### src/rtl/mdu_iter.sv
// mdu_iter: iterative multiply/divide unit with HI/LO result registers.
//
// Purpose:
//   A start pulse launches mult, multu, div or divu. The unit spends W cycles
//   iterating and one cycle on sign correction. It then writes HI/LO and pulses
//   done. HI/LO can also be written directly (mthi/mtlo) while the unit is idle.
//
// Ports:
//   clk    rising-edge clock
//   reset  asynchronous, active-high reset
//   start  launch request; honoured only while idle
//   op     00 mult, 01 multu, 10 div, 11 divu
//   a, b   operands (rs, rt); sampled only on the start edge
//   hi_we  mthi write enable (idle only)
//   lo_we  mtlo write enable (idle only)
//   wdata  data for mthi/mtlo
//   busy   operation in progress
//   done   one-cycle pulse; HI/LO hold the new result from this cycle
//   dz     divide-by-zero flag of the last completed operation
//   hi,lo  HI and LO registers
module mdu_iter #(
  parameter int W = 32
) (
  input  logic         clk,
  input  logic         reset,
  input  logic         start,
  input  logic [1:0]   op,
  input  logic [W-1:0] a,
  input  logic [W-1:0] b,
  input  logic         hi_we,
  input  logic         lo_we,
  input  logic [W-1:0] wdata,
  output logic         busy,
  output logic         done,
  output logic         dz,
  output logic [W-1:0] hi,
  output logic [W-1:0] lo
);

  localparam int CW = $clog2(W);

  typedef enum logic [1:0] {IDLE, RUN, FIX} state_t;

  state_t state_reg, state_next;

  logic [CW-1:0]  cnt_reg;
  logic           is_div_reg;   // latched op[1]
  logic           neg_q_reg;    // product / quotient must be negated
  logic           neg_r_reg;    // remainder takes the dividend's sign
  logic           bzero_reg;    // divisor was zero
  logic [W-1:0]   opnd_reg;     // multiplicand (mult) or divisor (div)
  // Multiply: {partial product, remaining multiplier bits}.
  // Divide:   {partial remainder, dividend bits shifting into quotient}.
  logic [2*W-1:0] acc_reg;

  logic           a_neg, b_neg;
  logic [W-1:0]   a_mag, b_mag;
  logic [W:0]     mul_sum, div_shift, div_diff;
  logic [2*W-1:0] acc_step, prod_fix;
  logic [W-1:0]   quot, rem, res_hi, res_lo;

  assign busy = (state_reg != IDLE);

  // Operand magnitudes; unsigned ops never negate.
  always_comb begin
    a_neg = ~op[0] & a[W-1];
    b_neg = ~op[0] & b[W-1];
    a_mag = a_neg ? -a : a;
    b_mag = b_neg ? -b : b;
  end

  // One iteration of shift-add multiply or restoring divide.
  always_comb begin
    mul_sum   = {1'b0, acc_reg[2*W-1:W]} + (acc_reg[0] ? {1'b0, opnd_reg} : '0);
    div_shift = {acc_reg[2*W-1:W], acc_reg[W-1]};
    div_diff  = div_shift - {1'b0, opnd_reg};
    if (!is_div_reg) begin
      acc_step = {mul_sum, acc_reg[W-1:1]};
    end else if (!div_diff[W]) begin
      acc_step = {div_diff[W-1:0], acc_reg[W-2:0], 1'b1};
    end else begin
      acc_step = {div_shift[W-1:0], acc_reg[W-2:0], 1'b0};
    end
  end

  // Sign correction. With a zero divisor every trial subtract succeeds. The
  // remainder therefore ends as |a|, and restoring its sign gives back the raw
  // dividend for HI. LO is forced to all ones.
  always_comb begin
    prod_fix = neg_q_reg ? -acc_reg : acc_reg;
    quot     = acc_reg[W-1:0];
    rem      = acc_reg[2*W-1:W];
    if (is_div_reg) begin
      res_hi = neg_r_reg ? -rem : rem;
      res_lo = bzero_reg ? '1 : (neg_q_reg ? -quot : quot);
    end else begin
      res_hi = prod_fix[2*W-1:W];
      res_lo = prod_fix[W-1:0];
    end
  end

  always_comb begin
    state_next = state_reg;
    case (state_reg)
      IDLE:    if (start) state_next = RUN;
      RUN:     if (cnt_reg == CW'(W-1)) state_next = FIX;
      FIX:     state_next = IDLE;
      default: state_next = IDLE;
    endcase
  end

  always_ff @(posedge clk or posedge reset) begin
    if (reset) state_reg <= IDLE;
    else       state_reg <= state_next;
  end

  always_ff @(posedge clk or posedge reset) begin
    if (reset) begin
      cnt_reg    <= '0;
      is_div_reg <= 1'b0;
      neg_q_reg  <= 1'b0;
      neg_r_reg  <= 1'b0;
      bzero_reg  <= 1'b0;
      opnd_reg   <= '0;
      acc_reg    <= '0;
      done       <= 1'b0;
      dz         <= 1'b0;
      hi         <= '0;
      lo         <= '0;
    end else begin
      done <= 1'b0;
      case (state_reg)
        IDLE: begin
          if (hi_we) hi <= wdata;
          if (lo_we) lo <= wdata;
          if (start) begin
            is_div_reg <= op[1];
            neg_q_reg  <= a_neg ^ b_neg;
            neg_r_reg  <= a_neg;
            bzero_reg  <= (b == '0);
            opnd_reg   <= op[1] ? b_mag : a_mag;
            acc_reg    <= {{W{1'b0}}, (op[1] ? a_mag : b_mag)};
            cnt_reg    <= '0;
          end
        end
        RUN: begin
          acc_reg <= acc_step;
          cnt_reg <= cnt_reg + CW'(1);
        end
        FIX: begin
          hi   <= res_hi;
          lo   <= res_lo;
          done <= 1'b1;
          dz   <= is_div_reg & bzero_reg;
        end
        default: ;
      endcase
    end
  end

endmodule
### config.mk
export PLATFORM = sky130hd
export DESIGN_NAME = mdu_iter
export DESIGN_NICKNAME = d
export VERILOG_FILES = /design/src/rtl/mdu_iter.sv
export SDC_FILE = /design/constraint.sdc
export NUM_CORES = 1
export LEC_CHECK = 0
export CAP_MARGIN = 20
export CORE_UTILIZATION = 53
export CTS_BUF_LIST = sky130_fd_sc_hd__clkbuf_8
export DETAILED_ROUTE_END_ITERATION = 6
export PLACE_DENSITY = 0.84
export SKIP_CTS_REPAIR_TIMING = 1
export SLEW_MARGIN = 20
export SYNTH_ARGS = -nofsm -noshare
export SYNTH_HDL_FRONTEND = slang
export SYNTH_SLANG_ARGS = --single-unit
### constraint.sdc
create_clock -name clk -period 5.8 [get_ports clk]
set_input_delay 1.45 -clock clk [delete_from_list [all_inputs] [get_ports clk]]
set_output_delay 1.45 -clock clk [all_outputs]
set_load 0.02 [all_outputs]
==> summary.txt <==
Synth
  – Synth Area in Adders: 6.342%
  – EDFF count, synth: 0
  – Yosys reg bits: 173
  – Post-synthesis mux area share: 3.665%
  – Post-Syn Instances: 1,826
  – Post-Syn Nets: 2,001
  – Synth Warn #: 0
  – Compound-Gate Fraction of Synth Area: 27.67%
  – Post-synthesis xor/xnor area fraction: 10.49%
  – Netlist Area Pre-Place: 0.01444 mm^2
  – Asr flop ratio synth: 100.0%
  – Post-synth cell types: 70
  – Register area share after synthesis: 29.98%
  – Simple-gate share of the synthesized area: 17.00%
  – Primary FF master, synth: dfrtp_1
  – Syn_area_per_cell: 7.909 um^2
  – Main combinational cell family by area after synthesis: compound AO/OA/AOI/OAI gates

Power and ir drop
  – Sw Ratio: 52.26%
  – Internal: 5.248 mW
  – VDD IR max: 0.3374 mV
  – Psw: 5.744 mW
  – PwrDens: 656.2 mW/mm^2
  – Clk pwr share: 8.7%
  – Combinational power share: 67.4%
  – Pleak: 6.952 nW
  – Seq pwr share: 23.9%

Min path
  – Worst hold start: opnd_reg[17]
  – Min-delay worst type: flip-flop to flip-flop
  – Hold depth: 1

Global routing
  – Initial antenna violation count: 0
  – Total Routing Usage GR: 34.50%
  – First-pass GRT wire length: 75.82 mm
  – Largest net degree at the start of global routing: 174
  – GRT overflow: 0
  – Number of global-route vias before repair: 13,818

Cells and area
  – Final nets: 2,084
  – Share of post-route cells with drive strength above 1: 4.266%
  – Max reg flops: 64
  – Most frequent cells in the layout: 183 x o21ai_0, 183 x a21oi_1, 172 x dfrtp_1, 168 x clkdlybuf4s50_1, 163 x nand2_1
  – Final instance area: 0.01675 mm^2
  – Synthesis-to-finish area growth: 15.99%
  – Ant diodes: 0

Clock network
  – Clock sinks: 173
  – Total CTS buffers: 17
  – Clock root buffer: clkbuf_8
  – CTS max path bufs: 2
  – CTS tree: yes
  – Worst-Skew Late Latency: 500 ps
  – H-tree levels: 4
  – Worst-path clk slew: 120 ps

Floorplan
  – Initial Util: 53.73%
  – Core region area: 0.02688 mm^2
  – Num rows: 60
  – Die Span Y: 167.1 um
  – Die width: 167.1 um
  – # IOs: 170
  – Die ar.: 0.02791 mm^2

Status
  – Run status: completed

Detailed routing
  – DRT Pass-1 Iters: 6
  – # DRC: 0
  – WL/cell: 21.24 um
  – Drt initial violations: 1,775
  – WL final: 48.07 mm
  – Total via count in the routed design: 14,739
  – DR vias/cell: 6.513
  – Routed Antenna Nets: 0

Timing
  – Setup skew after layout: 25.68 ps
  – Slew Viols, Final: 0
  – Worst Max-Slew Pin Slew: 1177 ps
  – Minimum clock period: 4550 ps
  – RSZ-0062 raised after global routing: false
  – Final Setup Violations: 0
  – Relative slew slack: 20.80%
  – Peak Freq: 219.8 MHz
  – Sum Neg Setup Slack: 0 ps
  – Final worst path period share: 78.46%
  – Final hold violation count: 0
  – Post-layout worst setup margin: 1250 ps

Critical path
  – CP peak stage delay: 1000 ps
  – Worst Setup EP: acc_reg[30]
  – Crit. End Element: flip-flop
  – Worst Setup SP: b[3]
  – Data required time of the critical path: 6170 ps
  – R2R setup slack: 1310 ps
  – CP bufs+invs: 1
  – Levels on crit path: 10
  – Register-to-Register Path Depth: 14
  – WS Path Type: primary input to flip-flop
  – CP arrival: 4920 ps
  – Slowest stage cell on the critical path: nor4_1
  – Reg2reg end: acc_reg[59]
  – Worst-path cell chain: clkdlybuf4s50_1 > nor4_1 > nand2_1 > or3_1 > nor4_1 > a21oi_1 > xnor2_1 > nand2_1 > a221oi_1 > a21oi_1
  – Family with the most delay on the worst path: simple AND/OR/NAND/NOR gates
  – RR Startpoint: acc_reg[0]
  – Critical path fanouts, max: 5
  – Worst Setup Start Kind: primary input

Placed design
  – Placed cell area: 0.01627 mm^2
  – GP Congestion: 0.9919
  – Placement Setup Slack: 822.7 ps
  – Final HPWL DP: 36.54 mm
  – IO buf count: 169

Run
  – # Max-Cap Violations: 0
-- per-layer routing --
layer	up-vias	track usage, %	wire (um)
li1	6811	-	-
met1	6949	45.18	19490
met2	826	55.23	21980
met3	153	4.967	4086
met4	0	18.36	2513
met5	-	0	0
-- cell families after synthesis --
family | count (synthesis)
simple gates | 519
xor+xnor | 173
buf+inv | 184
fa+ha+maj | 72
compound gates | 653
mux | 52
flops | 173
-- synth_stat cells, drive strengths merged, types with 3 or more instances --
cell	n	area, um^2
a211o	3	26.28
a211oi	53	397.9
a21boi	4	30.03
a21o	32	240.2
a21oi	184	924.6
a221o	6	60.06
a221oi	4	35.03
a22oi	19	142.6
a31oi	19	118.9
and2	10	62.56
and3	22	137.6
buf	13	58.81
clkbuf	107	401.6
dfrtp	173	4329
ha	70	875.8
inv	64	240.2
mux2	7	78.83
mux2i	45	450.4
nand2	164	615.6
nand2b	21	131.4
nand3	20	100.1
nand4	10	62.56
nor2	155	581.8
nor2b	16	100.1
nor3	35	186.4
nor3b	3	22.52
nor4	17	112.6
o211ai	25	187.7
o21a	8	60.06
o21ai	185	925.9
o21bai	6	45.04
o221ai	5	43.79
o22ai	47	294.0
o31ai	21	157.7
o41ai	12	120.1
or2	6	37.54
or3	17	111.4
or4	15	123.9
xnor2	103	902.1
xor2	70	613.1
-- metrics by stage --
| stage | total power, mW | cells | hold slack (ps) | util, % |
|---|---|---|---|---|
| global placement | 9.635 | 2230 | 461.0 | 60.54 |
| CTS | 10.80 | 2262 | 497.8 | 62.21 |
| detailed placement | 9.833 | 2230 | 471.8 | 60.54 |
| finish | 10.99 | 2263 | 496.6 | 62.33 |
| global route | 11.77 | 2263 | 516.0 | 62.33 |
| floorplan | 7.636 | 1826 | 439.1 | - |
-- power groups by stage --
stage               clock network (mW)  logic (mW)  registers (mW)
detailed placement                   0        7.23            2.61
global placement                     0        7.06            2.58
CTS                              0.961        7.26            2.58
finish                           0.958        7.41            2.63
floorplan                            0        5.15            2.49
global route                      1.00        8.08            2.69
-- how the worst min path moves through the flow --
| stage | to |
|---|---|
| 2_1_floorplan | bzero_reg |
| 3_3_place_gp | lo[28] |
| 3_5_place_dp | lo[30] |
| 4_1_cts | opnd_reg[17] |
| 5_1_grt | opnd_reg[17] |
| 6_report | opnd_reg[17] |
-- area by class of cell --
class / instances / area, um^2
clock buffers: 17 / 234.0
clock inverters: 15 / 215.2
fillers: 2305 / 10120
inverters: 64 / 244.0
multi-input cells: 1469 / 9469
flip-flops and latches: 173 / 4330
well taps: 341 / 426.7
repair buffers: 184 / 1832
No activity file was read; power rests on OpenSTA's default activity.
